==> config.mk <==
export PLATFORM = sky130hd
export DESIGN_NAME = reg_file_mp
export DESIGN_NICKNAME = d
export VERILOG_FILES = /design/src/rtl/reg_file_pkg.sv /design/src/rtl/reg_scoreboard.sv /design/src/rtl/reg_file_mp.sv
export SDC_FILE = /design/constraint.sdc
export NUM_CORES = 2
export LEC_CHECK = 0
export CORE_AREA = 2 2 391 471
export CTS_CLUSTER_DIAMETER = 100
export CTS_CLUSTER_SIZE = 28
export DETAILED_ROUTE_END_ITERATION = 10
export DIE_AREA = 0 0 393 473
export PLACE_DENSITY = 0.56
export SYNTH_ARGS = -nofsm -noshare
export SYNTH_HDL_FRONTEND = slang
export SYNTH_SLANG_ARGS = --single-unit
==> constraint.sdc <==
create_clock -name clk -period 2.6 [get_ports clk]
set_input_delay 0.26 -clock clk [delete_from_list [all_inputs] [get_ports clk]]
set_output_delay 0.26 -clock clk [all_outputs]
set_load 0.01 [all_outputs]
==> src/rtl/reg_file_pkg.sv <==
// Shared constants and types for the multi-port register file.
// Defaults match the RV32 integer register file.
package reg_file_pkg;

  localparam int XLEN_DEF = 32;
  localparam int NREG_DEF = 32;
  localparam int NRD_DEF  = 2;
  localparam int AW_DEF   = $clog2(NREG_DEF);

  typedef logic [AW_DEF-1:0] reg_idx_t;

  localparam int unsigned X0_IDX = 0;
  localparam reg_idx_t    X0_ADDR = reg_idx_t'(X0_IDX);

endpackage

==> src/rtl/reg_scoreboard.sv <==
// Pending-producer scoreboard: one busy bit per register.
// A same-cycle issue beats a same-cycle writeback clear.
module reg_scoreboard
  import reg_file_pkg::*;
#(
  parameter  int NREG = NREG_DEF,
  parameter  int NRD  = NRD_DEF,
  localparam int AW   = $clog2(NREG)
) (
  input  logic                    clk,
  input  logic                    rst,
  input  logic                    set_valid,
  input  logic [AW-1:0]           set_reg,
  input  logic                    clr0_valid,
  input  logic [AW-1:0]           clr0_reg,
  input  logic                    clr1_valid,
  input  logic [AW-1:0]           clr1_reg,
  input  logic [NRD-1:0][AW-1:0]  lookup_reg,
  output logic [NRD-1:0]          lookup_busy,
  output logic [NREG-1:0]         busy_vec
);

  logic [NREG-1:0] busy_q;
  logic [NREG-1:0] busy_d;

  always_comb begin
    busy_d = busy_q;
    if (clr0_valid) busy_d[clr0_reg] = 1'b0;
    if (clr1_valid) busy_d[clr1_reg] = 1'b0;
    if (set_valid)  busy_d[set_reg]  = 1'b1;
    busy_d[AW'(X0_IDX)] = 1'b0;
  end

  always_ff @(posedge clk) begin
    if (rst) busy_q <= '0;
    else     busy_q <= busy_d;
  end

  // Lookups see this cycle's set/clear already applied.
  always_comb begin
    for (int i = 0; i < NRD; i++) begin
      lookup_busy[i] = busy_d[lookup_reg[i]];
    end
  end

  assign busy_vec = busy_q;

endmodule

==> src/rtl/reg_file_mp.sv <==
// Multi-port integer register file: NRD combinational reads with
// write-first bypass, two write ports (port 1 wins), busy scoreboard.
module reg_file_mp
  import reg_file_pkg::*;
#(
  parameter  int XLEN = XLEN_DEF,
  parameter  int NREG = NREG_DEF,
  parameter  int NRD  = NRD_DEF,
  localparam int AW   = $clog2(NREG)
) (
  input  logic                     clk,
  input  logic                     rst,
  input  logic [NRD-1:0][AW-1:0]   read_reg,
  output logic [NRD-1:0][XLEN-1:0] read_data,
  output logic [NRD-1:0]           read_busy,
  input  logic                     write_enable0,
  input  logic [AW-1:0]            write_reg0,
  input  logic [XLEN-1:0]          write_data0,
  input  logic                     write_enable1,
  input  logic [AW-1:0]            write_reg1,
  input  logic [XLEN-1:0]          write_data1,
  input  logic                     issue_valid,
  input  logic [AW-1:0]            issue_reg,
  output logic [NREG-1:0]          busy_vec
);

  logic [XLEN-1:0] regs_q [NREG];
  logic [XLEN-1:0] regs_d [NREG];
  logic            commit0;
  logic            commit1;

  assign commit0 = write_enable0 && (write_reg0 != AW'(X0_IDX));
  assign commit1 = write_enable1 && (write_reg1 != AW'(X0_IDX));

  always_comb begin
    regs_d = regs_q;
    if (commit0) regs_d[write_reg0] = write_data0;
    if (commit1) regs_d[write_reg1] = write_data1;
    regs_d[X0_IDX] = '0;
  end

  always_ff @(posedge clk) begin
    if (rst) begin
      for (int r = 0; r < NREG; r++) regs_q[r] <= '0;
    end else begin
      regs_q <= regs_d;
    end
  end

  // x0 is never committed, so regs_q[0] alone keeps it reading zero.
  always_comb begin
    for (int i = 0; i < NRD; i++) begin
      read_data[i] = regs_q[read_reg[i]];
      if (commit0 && write_reg0 == read_reg[i])
        read_data[i] = write_data0;
      if (commit1 && write_reg1 == read_reg[i])
        read_data[i] = write_data1;
    end
  end

  reg_scoreboard #(
    .NREG (NREG),
    .NRD  (NRD)
  ) u_sb (
    .clk         (clk),
    .rst         (rst),
    .set_valid   (issue_valid),
    .set_reg     (issue_reg),
    .clr0_valid  (commit0),
    .clr0_reg    (write_reg0),
    .clr1_valid  (commit1),
    .clr1_reg    (write_reg1),
    .lookup_reg  (read_reg),
    .lookup_busy (read_busy),
    .busy_vec    (busy_vec)
  );

endmodule

==> run_results.csv <==
group,metric,value,unit
outcome,outcome,"finished with violations",
outcome,violations,"setup timing",
floorplanning,die_h,473,um
clock_tree,clk_pin_slew,0.12,ns
synthesis,synth-main-ff-cell,"dfxtp_1",
final_layout,nets,6660,
synthesis,syn_nets,6639,
sta,hold_viol,0,
synthesis,syn_avg_cell_area,9.66,sq um
critical_path,path_class,"reg2out",
synthesis,synth.distinct_cells,60,
power,irDropWorstVdd,0.000496,V
final_layout,drive_gt1_frac,0.283,
sta,period_needed,3.17,ns
hold_path,hold_path_depth,6,
global_route,gr-usage-all-layers,0.303,
synthesis,synth-seq-area-share,0.324,
critical_path,r2r_cells,4,
sta,grt_setup_unrepaired,"yes",
synthesis,synthTopCellsByCount,"nor2_1 (1,156), dfxtp_1 (1,023), a211oi_1 (751)",
sta,drv_slew,0,
critical_path,startpoint_type,"register",
synthesis,ys_seq_elements,1023,
clock_tree,cts_tree,"built",
floorplanning,dieArea,186000,sq um
synthesis,synthesis.area,63200,sq um
global_route,antenna_found_initial,5,
routing,ant_nets,0,
clock_tree,clkLatencyLatePin,0.69,ns
placement,gp_congestion,0.905,
sta,fmax,315,MHz
routing,dr.pass1.iters,8,
sta,whs,0.283,ns
floorplanning,rows,172,
clock_tree,cts_buffers,46,
critical_path,end_kind,"output port",
synthesis,yosys.cell_count.top_type,"nor2_1",
global_route,grt_max_degree,108,
global_route,grt_pass1_vias,56700,
floorplanning,die_width,393,um
critical_path,crit_fanout,2,
routing,drt_iter0_markers,8063,
floorplanning,start_util,0.348,
global_route,grt_pass1_wl,415000,um
critical_path,critPathArrivalTime,2.91,ns
routing,drc_errors,0,
hold_path,min_path_type,"in2reg",
routing,viasPerCell,6.57,
flow_run,drv_cap,0,
critical_path,worstPathRequired,2.34,ns
synthesis,synth_edf_count,0,
synthesis,yosysWarnings,0,
placement,dpl.hpwl,175000,um
clock_tree,cts.path.max_buffers,3,
sta,setup_viol,66,
routing,num_vias,59200,
power,powerDensity,419,nW/um^2
synthesis,synth_area_leaders,"dfxtp_1 (32%), mux4_2 (21%), mux2i_1 (11%)",
clock_tree,htreeDepth,2,
floorplanning,ios,192,
sta,setup_slack,-0.572,ns
synthesis,yosys.area.top_type,"dfxtp_1",
sta,slew_headroom,0.177,
clock_tree,clock_sinks,1023,
final_layout,area_delta_synth_final,17.7,%
clock_tree,root_buffer,"clkbuf_16",
sta,worst_slew_pin_slew,1.23,ns
sta,fin_skew,0,ns
floorplanning,core,182000,sq um
sta,period_share,1.22,
routing,drt_wl_total,291000,um
power,p_leak,29.6,nW
power,finalPower,0.0312,W
routing,wl_per_cell,32.3,um
sta,finalSetupTns,-26.16,ns
synthesis,netlist.area_leader.share,0.324,
global_route,overflow,0,
placement,portBuffers,190,
synthesis,synth_cells,6545,
synthesis,ys_async_sr_fraction,0,
==> where the power goes <==
part	internal, W	switching [W]
logic	0.00218	0.00321
registers	0.0160	0.000231
clock network	0.00358	0.00600
==> timing repair <==
| item | 4_1_cts | 5_1_grt |
|---|---|---|
| setup buffers | 25 | 12 |
| hold buffers | 1 | 0 |
| pin swaps | 69 | 44 |
| gates cloned | 2 | 0 |
| endpoints found under the setup margin | 66 | 66 |
| endpoints found under the hold margin | 7 | 0 |
| resized for setup | 491 | 115 |
==> sequential cells by signal, indices dropped and copies added (netlist names) <==
register and cells:
regs_q 992, u_sb.busy_vec 31
==> metrics by stage <==
| step | instances | setup slack (ns) | utilization | area [sq um] |
|---|---|---|---|---|
| 2_1_floorplan | 6545 | 0.109 | - | 63200 |
| 3_3_place_gp | 8927 | -1.05 | 0.397 | 72100 |
| 3_5_place_dp | 8927 | -1.04 | 0.397 | 72100 |
| 4_1_cts | 9009 | -0.579 | 0.407 | 74000 |
| 5_1_grt | 9020 | -0.604 | 0.409 | 74400 |
| 6_report | 9022 | -0.572 | 0.409 | 74400 |
==> placed cells by master, fill, tap and decap left out, types with 12 or more instances in the layout <==
cell / instances
mux2i_1: 644
buf_6: 26
mux2i_2: 18
a22oi_1: 13
mux2_2: 31
buf_4: 587
nand2_1: 325
buf_12: 155
nor2_1: 1132
nand3_1: 182
dlygate4sd2_1: 13
dfxtp_2: 129
buf_2: 61
xor2_1: 12
mux4_2: 580
a32oi_1: 185
a21oi_1: 78
dfxtp_1: 893
a311oi_1: 236
o2bb2ai_1: 31
a211oi_1: 751
nor2b_1: 14
clkbuf_16: 47
a22o_1: 32
nor2_2: 17
nand2_4: 40
a21oi_2: 53
clkdlybuf4s50_1: 96
==> cells by family after synthesis <==
group,synth area share
flip-flops,0.324
multiplexers,0.318
other,0.0000593
XOR/XNOR,0.00277
buffers and inverters,0.0635
AND/OR/NAND/NOR,0.116
AO/OA/AOI/OAI,0.175
==> final timing paths <==
kind                                    from                to  slack (ns)
worst max-delay path              regs_q[15]     read_data[47]       -0.57
worst min-delay path            issue_reg[2]  u_sb.busy_vec[8]        0.28
worst max register to register   regs_q[261]       regs_q[261]        1.59
worst min register to register   regs_q[443]       regs_q[443]        0.50
==> area by class of cell <==
type / count / area [sq um]
diodes: 3 / 7.51
clock buffers: 53 / 1220
clock inverters: 12 / 185
fillers: 17400 / 107000
inverters: 1 / 3.75
multi-input cells: 4546 / 40000
flip-flops and latches: 1023 / 20600
well taps: 2436 / 3050
repair buffers: 948 / 9330
==> critical path: stages, from the launching register on <==
cell and delay (ns):
dfxtp_2 0.35, mux4_2 0.47, mux4_2 0.53, mux2i_2 0.24
buf_4 0.19, nor2_2 0.04, a21oi_2 0.15, a21oi_2 0.07
buf_2 0.14
==> per-layer routing <==
layer	GRT usage	vias to the layer above	share of wire
li1	-	24900	-
met4	0.169	4	0.067
met1	0.395	29700	0.38
met2	0.471	3859	0.45
met3	0.0591	852	0.10
met5	0	-	0.000096
No activity file was read; power rests on OpenSTA's default activity.
